`config.mk`:
```
export PLATFORM = sky130hd
export DESIGN_NAME = l1_align_accum
export DESIGN_NICKNAME = d
export VERILOG_FILES = /design/src/rtl/l1_align_accum.sv
export SDC_FILE = /design/constraint.sdc
export NUM_CORES = 1
export LEC_CHECK = 0
export BUFFER_PORTS_ARGS = -buffer_cell sky130_fd_sc_hd__buf_2
export CAP_MARGIN = 20
export CORE_MARGIN = 5
export CORE_UTILIZATION = 30
export CTS_CLUSTER_SIZE = 24
export DETAILED_ROUTE_END_ITERATION = 8
export GPL_TIMING_DRIVEN = 1
export SYNTH_ARGS = -nofsm -noshare
export SYNTH_HDL_FRONTEND = slang
export SYNTH_SLANG_ARGS = --single-unit
```
`constraint.sdc`:
```
create_clock -name clk_i -period 5.9 [get_ports clk_i]
set_input_delay 0.59 -clock clk_i [delete_from_list [all_inputs] [get_ports clk_i]]
set_output_delay 0.59 -clock clk_i [all_outputs]
set_load 0.05 [all_outputs]
```
`src/rtl/l1_align_accum.sv`:
```
// L1 mantissa aligner and packet accumulator: per-lane alignment (FP4 or quad weights),
// a pipelined lane-sum tree and a saturating sign-magnitude packet accumulator.
module l1_align_accum #(
  parameter int NUM_LANES = 4,
  parameter int MANT_W    = 4,
  parameter int EXP_W     = 6,
  parameter int MAX_SHIFT = 4,
  parameter int ACC_W     = 16
) (
  input  logic                        clk_i,
  input  logic                        rst_i,
  input  logic [1:0]                  prec_mode_i,
  input  logic                        in_valid_i,
  output logic                        in_ready_o,
  input  logic                        in_last_i,
  input  logic [NUM_LANES*MANT_W-1:0] in_mant_i,
  input  logic [NUM_LANES*EXP_W-1:0]  in_exp_i,
  input  logic [NUM_LANES-1:0]        in_sign_i,
  output logic                        out_valid_o,
  input  logic                        out_ready_i,
  output logic [ACC_W-1:0]            out_mant_o,
  output logic [EXP_W-1:0]            out_exp_o,
  output logic                        out_sign_o,
  output logic                        out_ovf_o
);

  localparam int QUAD_SH = 4;
  localparam int TERM_W  = MANT_W + ((MAX_SHIFT > QUAD_SH) ? MAX_SHIFT : QUAD_SH) + 1;
  localparam int SUM_W   = TERM_W + 1 + $clog2(NUM_LANES);
  localparam int ACC_SW  = ACC_W + 1;
  localparam int WIDE_W  = ((ACC_SW > SUM_W) ? ACC_SW : SUM_W) + 1;
  localparam logic signed [WIDE_W-1:0] SAT_HI = WIDE_W'((64'd1 << ACC_W) - 64'd1);
  localparam logic signed [WIDE_W-1:0] SAT_LO = -SAT_HI;

  function automatic int fp4_shift(input logic [2:0] e);
    int sh;
    sh = int'(e) - 2;
    if (sh < 0) sh = 0;
    else if (sh > MAX_SHIFT) sh = MAX_SHIFT;
    return sh;
  endfunction

  function automatic int quad_shift(input int pos);
    if (pos == 0) return 0;
    else if (pos == 3) return QUAD_SH;
    else return 2;
  endfunction

  function automatic logic signed [TERM_W-1:0] lane_term(input logic [MANT_W-1:0] m,
                                                         input int sh, input logic neg);
    logic [TERM_W-1:0] mag;
    mag = TERM_W'(m) << sh;
    return neg ? -$signed(mag) : $signed(mag);
  endfunction

  function automatic logic signed [ACC_SW-1:0] sat_acc(input logic signed [WIDE_W-1:0] v);
    if (v > SAT_HI) return ACC_SW'(SAT_HI);
    else if (v < SAT_LO) return ACC_SW'(SAT_LO);
    else return ACC_SW'(v);
  endfunction

  function automatic logic [ACC_W-1:0] magnitude(input logic signed [ACC_SW-1:0] v);
    return v[ACC_SW-1] ? ACC_W'(-v) : ACC_W'(v);
  endfunction

  logic                     w_advance;
  logic                     w_mode_fp4_p0;
  logic [EXP_W-1:0]         w_exp_p0;
  logic signed [TERM_W-1:0] w_term_p0 [NUM_LANES];
  logic                     w_unused_exp;

  logic                     r_first;
  logic                     r_mode_fp4;
  logic [EXP_W-1:0]         r_pkt_exp;

  logic                     r_vld_p1;
  logic                     r_last_p1;
  logic [EXP_W-1:0]         r_exp_p1;
  logic signed [TERM_W-1:0] r_term_p1 [NUM_LANES];
  logic signed [SUM_W-1:0]  w_sum_p1;

  logic                     r_vld_p2;
  logic                     r_last_p2;
  logic [EXP_W-1:0]         r_exp_p2;
  logic signed [SUM_W-1:0]  r_sum_p2;
  logic signed [WIDE_W-1:0] w_raw_p2;
  logic                     w_sat_p2;
  logic signed [ACC_SW-1:0] w_nxt_p2;

  logic signed [ACC_SW-1:0] r_acc;
  logic                     r_ovf;
  logic                     r_out_valid;
  logic [ACC_W-1:0]         r_out_mant;
  logic [EXP_W-1:0]         r_out_exp;
  logic                     r_out_sign;
  logic                     r_out_ovf;

  assign w_advance  = !r_out_valid || out_ready_i;
  assign in_ready_o = w_advance;
  // Only lane 0 exponent (quad) and the low 3 bits per lane (FP4) carry information.
  assign w_unused_exp = ^in_exp_i;

  // ---- Stage p0: mode/exponent selection and per-lane alignment ----
  assign w_mode_fp4_p0 = r_first ? (prec_mode_i == 2'b11) : r_mode_fp4;
  assign w_exp_p0 = !r_first ? r_pkt_exp : (w_mode_fp4_p0 ? '0 : in_exp_i[EXP_W-1:0]);

  always_comb begin
    for (int i = 0; i < NUM_LANES; i++) begin
      if (w_mode_fp4_p0)
        w_term_p0[i] = lane_term(in_mant_i[i*MANT_W +: MANT_W],
                                 fp4_shift(in_exp_i[i*EXP_W +: 3]), in_sign_i[i]);
      else
        w_term_p0[i] = lane_term(in_mant_i[i*MANT_W +: MANT_W],
                                 quad_shift(i % 4), in_sign_i[i - (i % 4)]);
    end
  end

  always_ff @(posedge clk_i or posedge rst_i) begin
    if (rst_i) begin
      r_first    <= 1'b1;
      r_mode_fp4 <= 1'b0;
      r_vld_p1   <= 1'b0;
      r_vld_p2   <= 1'b0;
    end else if (w_advance) begin
      r_vld_p1 <= in_valid_i;
      r_vld_p2 <= r_vld_p1;
      if (in_valid_i) begin
        r_first <= in_last_i;
        if (r_first) r_mode_fp4 <= w_mode_fp4_p0;
      end
    end
  end

  // ---- Stage p1/p2: aligned terms, then the reduced beat sum ----
  always_ff @(posedge clk_i) begin
    if (w_advance) begin
      if (in_valid_i && r_first) r_pkt_exp <= w_exp_p0;
      r_term_p1 <= w_term_p0;
      r_last_p1 <= in_last_i;
      r_exp_p1  <= w_exp_p0;
      r_sum_p2  <= w_sum_p1;
      r_last_p2 <= r_last_p1;
      r_exp_p2  <= r_exp_p1;
    end
  end

  always_comb begin
    w_sum_p1 = '0;
    for (int i = 0; i < NUM_LANES; i++)
      w_sum_p1 = w_sum_p1 + SUM_W'(r_term_p1[i]);
  end

  // ---- Stage p3: saturating accumulate and result register ----
  assign w_raw_p2 = WIDE_W'(r_acc) + WIDE_W'(r_sum_p2);
  assign w_sat_p2 = (w_raw_p2 > SAT_HI) || (w_raw_p2 < SAT_LO);
  assign w_nxt_p2 = sat_acc(w_raw_p2);

  always_ff @(posedge clk_i or posedge rst_i) begin
    if (rst_i) begin
      r_acc       <= '0;
      r_ovf       <= 1'b0;
      r_out_valid <= 1'b0;
      r_out_mant  <= '0;
      r_out_exp   <= '0;
      r_out_sign  <= 1'b0;
      r_out_ovf   <= 1'b0;
    end else if (w_advance) begin
      r_out_valid <= r_vld_p2 && r_last_p2;
      if (r_vld_p2) begin
        if (r_last_p2) begin
          r_out_mant <= magnitude(w_nxt_p2);
          r_out_sign <= w_nxt_p2[ACC_SW-1];
          r_out_exp  <= r_exp_p2;
          r_out_ovf  <= r_ovf || w_sat_p2;
          r_acc      <= '0;
          r_ovf      <= 1'b0;
        end else begin
          r_acc <= w_nxt_p2;
          r_ovf <= r_ovf || w_sat_p2;
        end
      end
    end
  end

  assign out_valid_o = r_out_valid;
  assign out_mant_o  = r_out_mant;
  assign out_exp_o   = r_out_exp;
  assign out_sign_o  = r_out_sign;
  assign out_ovf_o   = r_out_ovf;

endmodule

```
==> Yosys cells after proc, flatten, opt, wreduce, memory -nomap -nowiden <==
Cells that the tools add are included.
{ "totals": {"in_bits": 51, "latchBits": 0, "regBits": 115, "ram_bits": 0, "n_memories": 0, "elab_cells": 103, "mem_bits_ro": 0, "out_inout_bits": 26} }
{ "op_classes": {"mul": 0, "n_lt_le_gt_ge": 10, "n_eq_ne": 1, "n_reduce_logical": 11, "n_addsub": 17, "div_mod_pow": 0, "bitwise": 0, "n_shift": 8, "n_mux": 35} }
{ "ops": {"columns": ["op", "count"], "rows": [
  ["32-bit 2-to-1 mux", 15],
  ["4-bit by 32-bit left shift with 9-bit output", 8],
  ["9-bit 2-to-1 mux", 12],
  ["9-bit negator", 8],
  ["17-bit 2-to-1 mux", 3],
  ["17-bit by 12-bit adder with 18-bit output", 1],
  ["18-bit by 17-bit greater-than comparator with 1-bit output (second input constant)", 1],
  ["18-bit by 17-bit less-than comparator with 1-bit output (second input constant)", 1],
  ["4-bit greater-than comparator (second input constant)", 4],
  ["4-bit by 1-bit less-than comparator with 1-bit output (second input constant)", 4],
  ["16-bit 2-to-1 mux", 1],
  ["16-bit negator", 1],
  ["3-bit by 2-bit subtractor with 4-bit output (second input constant)", 4],
  ["11-bit by 9-bit adder with 12-bit output", 1],
  ["6-bit 2-to-1 mux", 2],
  ["10-bit by 9-bit adder with 11-bit output", 1],
  ["9-bit by 9-bit adder with 10-bit output", 1],
  ["2-bit AND reduction", 3],
  ["3-bit AND reduction", 2],
  ["1-bit logical OR", 3],
  ["2-bit == test (second input constant)", 1],
  ["1-bit logical AND", 2],
  ["1-bit 2-to-1 mux", 2],
  ["1-bit logical NOT", 1]
]} }

==> Logic depth before layout (Yosys ltp) <==
{ "depth": {"word_depth": 9, "ltp_mapped": 18, "ltp_nobuf": 17} }

==> Least setup slack after synthesis <==
OpenSTA, ideal clock, no wires.
{ "synth_path": {"kind": "register -> register", "start": "register r_out_valid, in the netlist out_valid_o", "end": "register r_acc[12]", "stages_incl_launch_ff": 7, "slack_ns": 1.633, "period_less_slack_ns": 4.267, "required_ns": 5.833, "path_buffers": 1, "setup_time_ns": 0.067, "arrival_time_ns": 4.200, "cell_sequence": "dfrtp_1 nand2b_1 clkbuf_1 nand2_1 nor2_1 o21ai_0 nand2_1"} }
{ "synth_via": {"elab_chain_cells": 3} }
{ "synth_lines": {"columns": ["element", "line", "text"], "rows": [
  ["start: declaration", "92", "logic r_out_valid;"],
  ["start signal: assignment", "168", "r_out_valid <= r_vld_p2 && r_last_p2;"],
  ["1-bit logical NOT", "98", "assign w_advance = !r_out_valid || out_ready_i;"],
  ["1-bit logical OR", "98", null],
  ["via in_ready_o", "14", "output logic in_ready_o,"],
  ["2-bit AND reduction (no source line)", null, null],
  ["end signal: assignment", "178", "r_acc <= w_nxt_p2;"],
  ["end: declaration", "90", "logic signed [ACC_SW-1:0] r_acc;"]
]} }
The timed path passes the listed nets, and every way through them passes these cells.
A chain may end at the register's enable or synchronous reset.

==> Final worst setup path <==
{ "layout_path": {"start": "register r_acc[0]", "end": "register r_out_mant[14], in the netlist out_mant_o[14]"} }
{ "layout_via": {"elab_chain_cells": 6, "word_cells_on_any_way": 7, "cone_classes": "add/sub: 2; order compare: 2; mux: 3"} }
{ "layout_lines": {"columns": ["element", "line", "text"], "rows": [
  ["17-bit by 12-bit adder with 18-bit output (*)", "154", "assign w_raw_p2 = WIDE_W'(r_acc) + WIDE_W'(r_sum_p2);"],
  ["18-bit by 17-bit less-than comparator with 1-bit output", "58", "else if (v < SAT_LO) return ACC_SW'(SAT_LO);"],
  ["17-bit 2-to-1 mux", "58", null],
  ["17-bit 2-to-1 mux (*)", "57", "if (v > SAT_HI) return ACC_SW'(SAT_HI);"],
  ["16-bit negator", "63", "return v[ACC_SW-1] ? ACC_W'(-v) : ACC_W'(v);"],
  ["16-bit 2-to-1 mux (*)", "63", null],
  ["end signal: assignment", "171", "r_out_mant <= magnitude(w_nxt_p2);"],
  ["end: declaration", "93", "logic [ACC_W-1:0] r_out_mant;"]
]} }
Mark *: on every way between the ends. The rest lies on a longest branch, timed or not.

==> impl_results.html <==
<table>
<tr><th>Metric</th><th>Value</th></tr>
<tr><th colspan="2">Clocking</th></tr>
<tr><td>Hold-fix buffers, CTS</td><td>0</td></tr>
<tr><td>TritonCTS Sinks</td><td>115</td></tr>
<tr><td>CTS tree</td><td>yes</td></tr>
<tr><td>Clock latency reported for the late side of the worst-skew pair</td><td>0.41 ns</td></tr>
<tr><td>H-tree depth</td><td>4</td></tr>
<tr><td>Clock transition at the registers of the reported paths</td><td>0.06 ns</td></tr>
<tr><td>Post-CTS Setup Bufs</td><td>0</td></tr>
<tr><td>Number of gates given a new drive strength after cts</td><td>0</td></tr>
<tr><td>Root Buffer Master</td><td>clkbuf_16</td></tr>
<tr><td>Max Buffers Root-to-Sink</td><td>2</td></tr>
<tr><td>Total clock buffers created by CTS</td><td>17</td></tr>
<tr><th colspan="2">Synth</th></tr>
<tr><td>Warning count from the yosys run</td><td>0</td></tr>
<tr><td>Sequential-to-total area share from yosys stat</td><td>38.53%</td></tr>
<tr><td>Synthesized cell area</td><td>8356 µm²</td></tr>
<tr><td>Post-synth EDFFs</td><td>68</td></tr>
<tr><td>Distinct cells, synth</td><td>76</td></tr>
<tr><td>Synthesized net count</td><td>1,010</td></tr>
<tr><td>Post-synthesis cell count</td><td>901</td></tr>
<tr><td>Post-synthesis sequential element count</td><td>115</td></tr>
<tr><td>Mean area per synthesized cell</td><td>9.274 µm²</td></tr>
<tr><td>Fraction of synthesis flops using an asynchronous set or reset pin</td><td>40.87%</td></tr>
<tr><td>Leading register cell type out of synthesis</td><td>edfxtp_1</td></tr>
<tr><th colspan="2">Timing</th></tr>
<tr><td>Post-route clock skew</td><td>0.007100 ns</td></tr>
<tr><td>Post-layout worst setup margin</td><td>0.8684 ns</td></tr>
<tr><td>Headroom to the max-slew limit</td><td>39.55%</td></tr>
<tr><td>Setup total negative slack</td><td>0 ns</td></tr>
<tr><td>Period utilisation layout</td><td>85.28%</td></tr>
<tr><td>Setup Viol. Count Final</td><td>0</td></tr>
<tr><td>Least-Margin Pin Slew</td><td>0.9067 ns</td></tr>
<tr><td>Max Clock Freq</td><td>0.1987 GHz</td></tr>
<tr><td>Hold violation count in the final report</td><td>0</td></tr>
<tr><td>Final hold slack</td><td>0.2187 ns</td></tr>
<tr><td>Pins over their slew limit</td><td>0</td></tr>
<tr><td>Min Clock Period, post-route</td><td>5.032 ns</td></tr>
<tr><td>RSZ-0062 raised after global routing</td><td>no</td></tr>
<tr><th colspan="2">Critical path</th></tr>
<tr><td>Critical path class</td><td>flop to flop</td></tr>
<tr><td>Arrival time of data at the critical path endpoint</td><td>5.33 ns</td></tr>
<tr><td>Reg2reg setup slack</td><td>0.87 ns</td></tr>
<tr><td>Startpoint class of the critical path</td><td>flop</td></tr>
<tr><td>Critical path data required time</td><td>6.20 ns</td></tr>
<tr><td>Highest net fanout along the worst path</td><td>14</td></tr>
<tr><td>Endpoint kind of the worst setup timing path</td><td>flop</td></tr>
<tr><th colspan="2">Route</th></tr>
<tr><td>First-pass iteration count of the detailed router</td><td>4</td></tr>
<tr><td>Routed wire length per instance</td><td>14.60 µm</td></tr>
<tr><td>Via count of the routed design</td><td>6,765</td></tr>
<tr><td>DR DRC count</td><td>0</td></tr>
<tr><td>Count of nets left with antenna violations after detail routing</td><td>0</td></tr>
<tr><td>Initial detailed-routing violation count</td><td>442</td></tr>
<tr><td>Aggregate routed wire length</td><td>19,530 µm</td></tr>
<tr><td>Number of vias per cell</td><td>5.056</td></tr>
<tr><th colspan="2">Global route</th></tr>
<tr><td>Number of global-route vias before repair</td><td>6,501</td></tr>
<tr><td>Total gr overflow</td><td>0</td></tr>
<tr><td>Global Route met3 Usage</td><td>2.799%</td></tr>
<tr><td>Met2 Resource Use GR</td><td>20.37%</td></tr>
<tr><td>GRT Overall Usage</td><td>12.66%</td></tr>
<tr><td>Antenna violations before repair</td><td>0</td></tr>
<tr><td>Global routing usage on met1</td><td>17.34%</td></tr>
<tr><td>Global-route wire length before repair</td><td>32,530 µm</td></tr>
<tr><td>Top Usage Layer GRT</td><td>met2</td></tr>
<tr><td>Maximum number of pins on one net before global-route repair</td><td>72</td></tr>
<tr><th colspan="2">Floorplanning</th></tr>
<tr><td>Die Y-Extent</td><td>176.9 µm</td></tr>
<tr><td>Number of top-level pins</td><td>77</td></tr>
<tr><td>Die footprint</td><td>31,290 µm²</td></tr>
<tr><td>Starting density of the core</td><td>30.24%</td></tr>
<tr><td>Placeable Area</td><td>27,630 µm²</td></tr>
<tr><td>Chip width</td><td>176.9 µm</td></tr>
<tr><td>Cell Rows</td><td>61</td></tr>
<tr><th colspan="2">Place</th></tr>
<tr><td>Pre-CTS worst setup slack</td><td>0.9392 ns</td></tr>
<tr><td>Estimated wirelength of the detail-placed design</td><td>14,360 µm</td></tr>
<tr><td>Total instance count after detailed placement</td><td>1,305</td></tr>
<tr><td>GPL Wtd Cong</td><td>0.8598</td></tr>
<tr><td>Count of port buffers added during placement</td><td>67</td></tr>
<tr><th colspan="2">Layout</th></tr>
<tr><td>Count of filler cells inserted in the layout</td><td>2,837</td></tr>
<tr><td>Commonest non-fill, non-tap cell in the layout</td><td>nand2_1</td></tr>
<tr><td>Synth-to-Final Area Change</td><td>15.30%</td></tr>
<tr><td>Number of nets in the finished design</td><td>1,056</td></tr>
<tr><td>Most frequent cells in the layout</td><td>106 x nand2_1, 70 x o21ai_0, 68 x edfxtp_1, 67 x buf_2, 62 x nor2_1</td></tr>
<tr><td>Ant. Diodes</td><td>0</td></tr>
<tr><td>Count of non-filler cells in the finished layout</td><td>1,338</td></tr>
<tr><td>Share of final-layout standard cells stronger than drive strength 1</td><td>14.27%</td></tr>
<tr><th colspan="2">Job</th></tr>
<tr><td>Max-cap check violation count</td><td>0</td></tr>
<tr><th colspan="2">Worst hold path</th></tr>
<tr><td>Worst Hold Class</td><td>input port to async pin</td></tr>
<tr><th colspan="2">Outcome</th></tr>
<tr><td>Result of the run</td><td>completed</td></tr>
</table>
-- worst max-delay path, cell delays in order (launching register included) --
cell      delay [ns]
dfrtp_1         0.36
ha_1            0.21
inv_1           0.07
fa_1            0.38
nand2b_1        0.20
a211oi_2        0.18
buf_4           0.17
o21a_1          0.23
o21ai_0         0.21
a21oi_2         0.56
nand2_1         0.27
o21ai_0         0.27
buf_4           0.18
nor2b_1         0.14
ha_1            0.23
nand3_1         0.11
nor4b_1         0.52
and3_1          0.24
o21ai_0         0.09
o32a_1          0.31
-- cell type report --
class | count | area (µm²) | area share (%)
Timing Repair Buffer | 74 | 400.4 | 4.156
Sequential cell | 115 | 3219 | 33.42
Clock buffer | 18 | 429.2 | 4.455
Multi-Input combinational cell | 696 | 4807 | 49.90
Clock inverter | 14 | 143.9 | 1.494
Inverter | 43 | 161.4 | 1.675
Tap cell | 378 | 473.0 | 4.909
-- flip-flops by register name (all words and copies together), names as in the netlist --
name	count
r_last_p2	1
r_vld_p2	1
r_exp_p2	6
r_vld_p1	1
out_exp_o	6
r_term_p1	36
r_first	1
out_valid_o	1
r_exp_p1	6
r_mode_fp4	1
out_mant_o	16
out_ovf_o	1
r_pkt_exp	6
out_sign_o	1
r_acc	17
r_sum_p2	12
r_last_p1	1
r_ovf	1
-- kinds of logic after synthesis --
| family | synth area share [%] |
|---|---|
| xor+xnor | 4.283 |
| flops | 38.53 |
| fa+ha+maj | 10.96 |
| simple gates | 17.31 |
| mux | 2.605 |
| buf+inv | 4.178 |
| compound gates | 22.13 |
-- through the flow --
stage | area, µm² | util, %
CTS | 9614 | 34.80
finish | 9634 | 34.87
detailed placement | 9041 | 32.72
global placement | 9041 | 32.72
floorplan | 8356 | -
global route | 9634 | 34.87
-- Yosys cell counts, drive strengths merged, types with 22 or more instances --
cell type  instances  share of area (%)
o21ai             72                4.3
clkbuf            42                1.9
ha                38                5.7
nand2            106                4.8
dfrtp             46                 14
xnor2             25                2.6
nand3             27                1.6
nor2              62                2.8
a21oi             53                3.3
edfxtp            68                 24
inv               43                1.9
o31ai             22                2.0
-- worst paths after layout --
kind,from,endpoint,cells past startpoint
setup / recovery,r_acc[0],out_mant_o[14],19
hold / removal,rst_i,r_mode_fp4,2
setup reg to reg,r_acc[0],out_mant_o[14],19
hold reg to reg,r_exp_p1[5],r_exp_p2[5],0
max in group asynchronous,rst_i,r_acc[0],3
min in group clk_i,in_last_i,r_last_p1,1
-- metal layers --
metal | part of all wire [%] | up-vias
met5 | 0 | -
met4 | 1.5 | 0
met3 | 4.5 | 22
met2 | 46 | 142
met1 | 48 | 3184
li1 | - | 3417
Power is not shown: default switching activity piles up to over one toggle a cycle in this logic, so the estimate is an artifact.
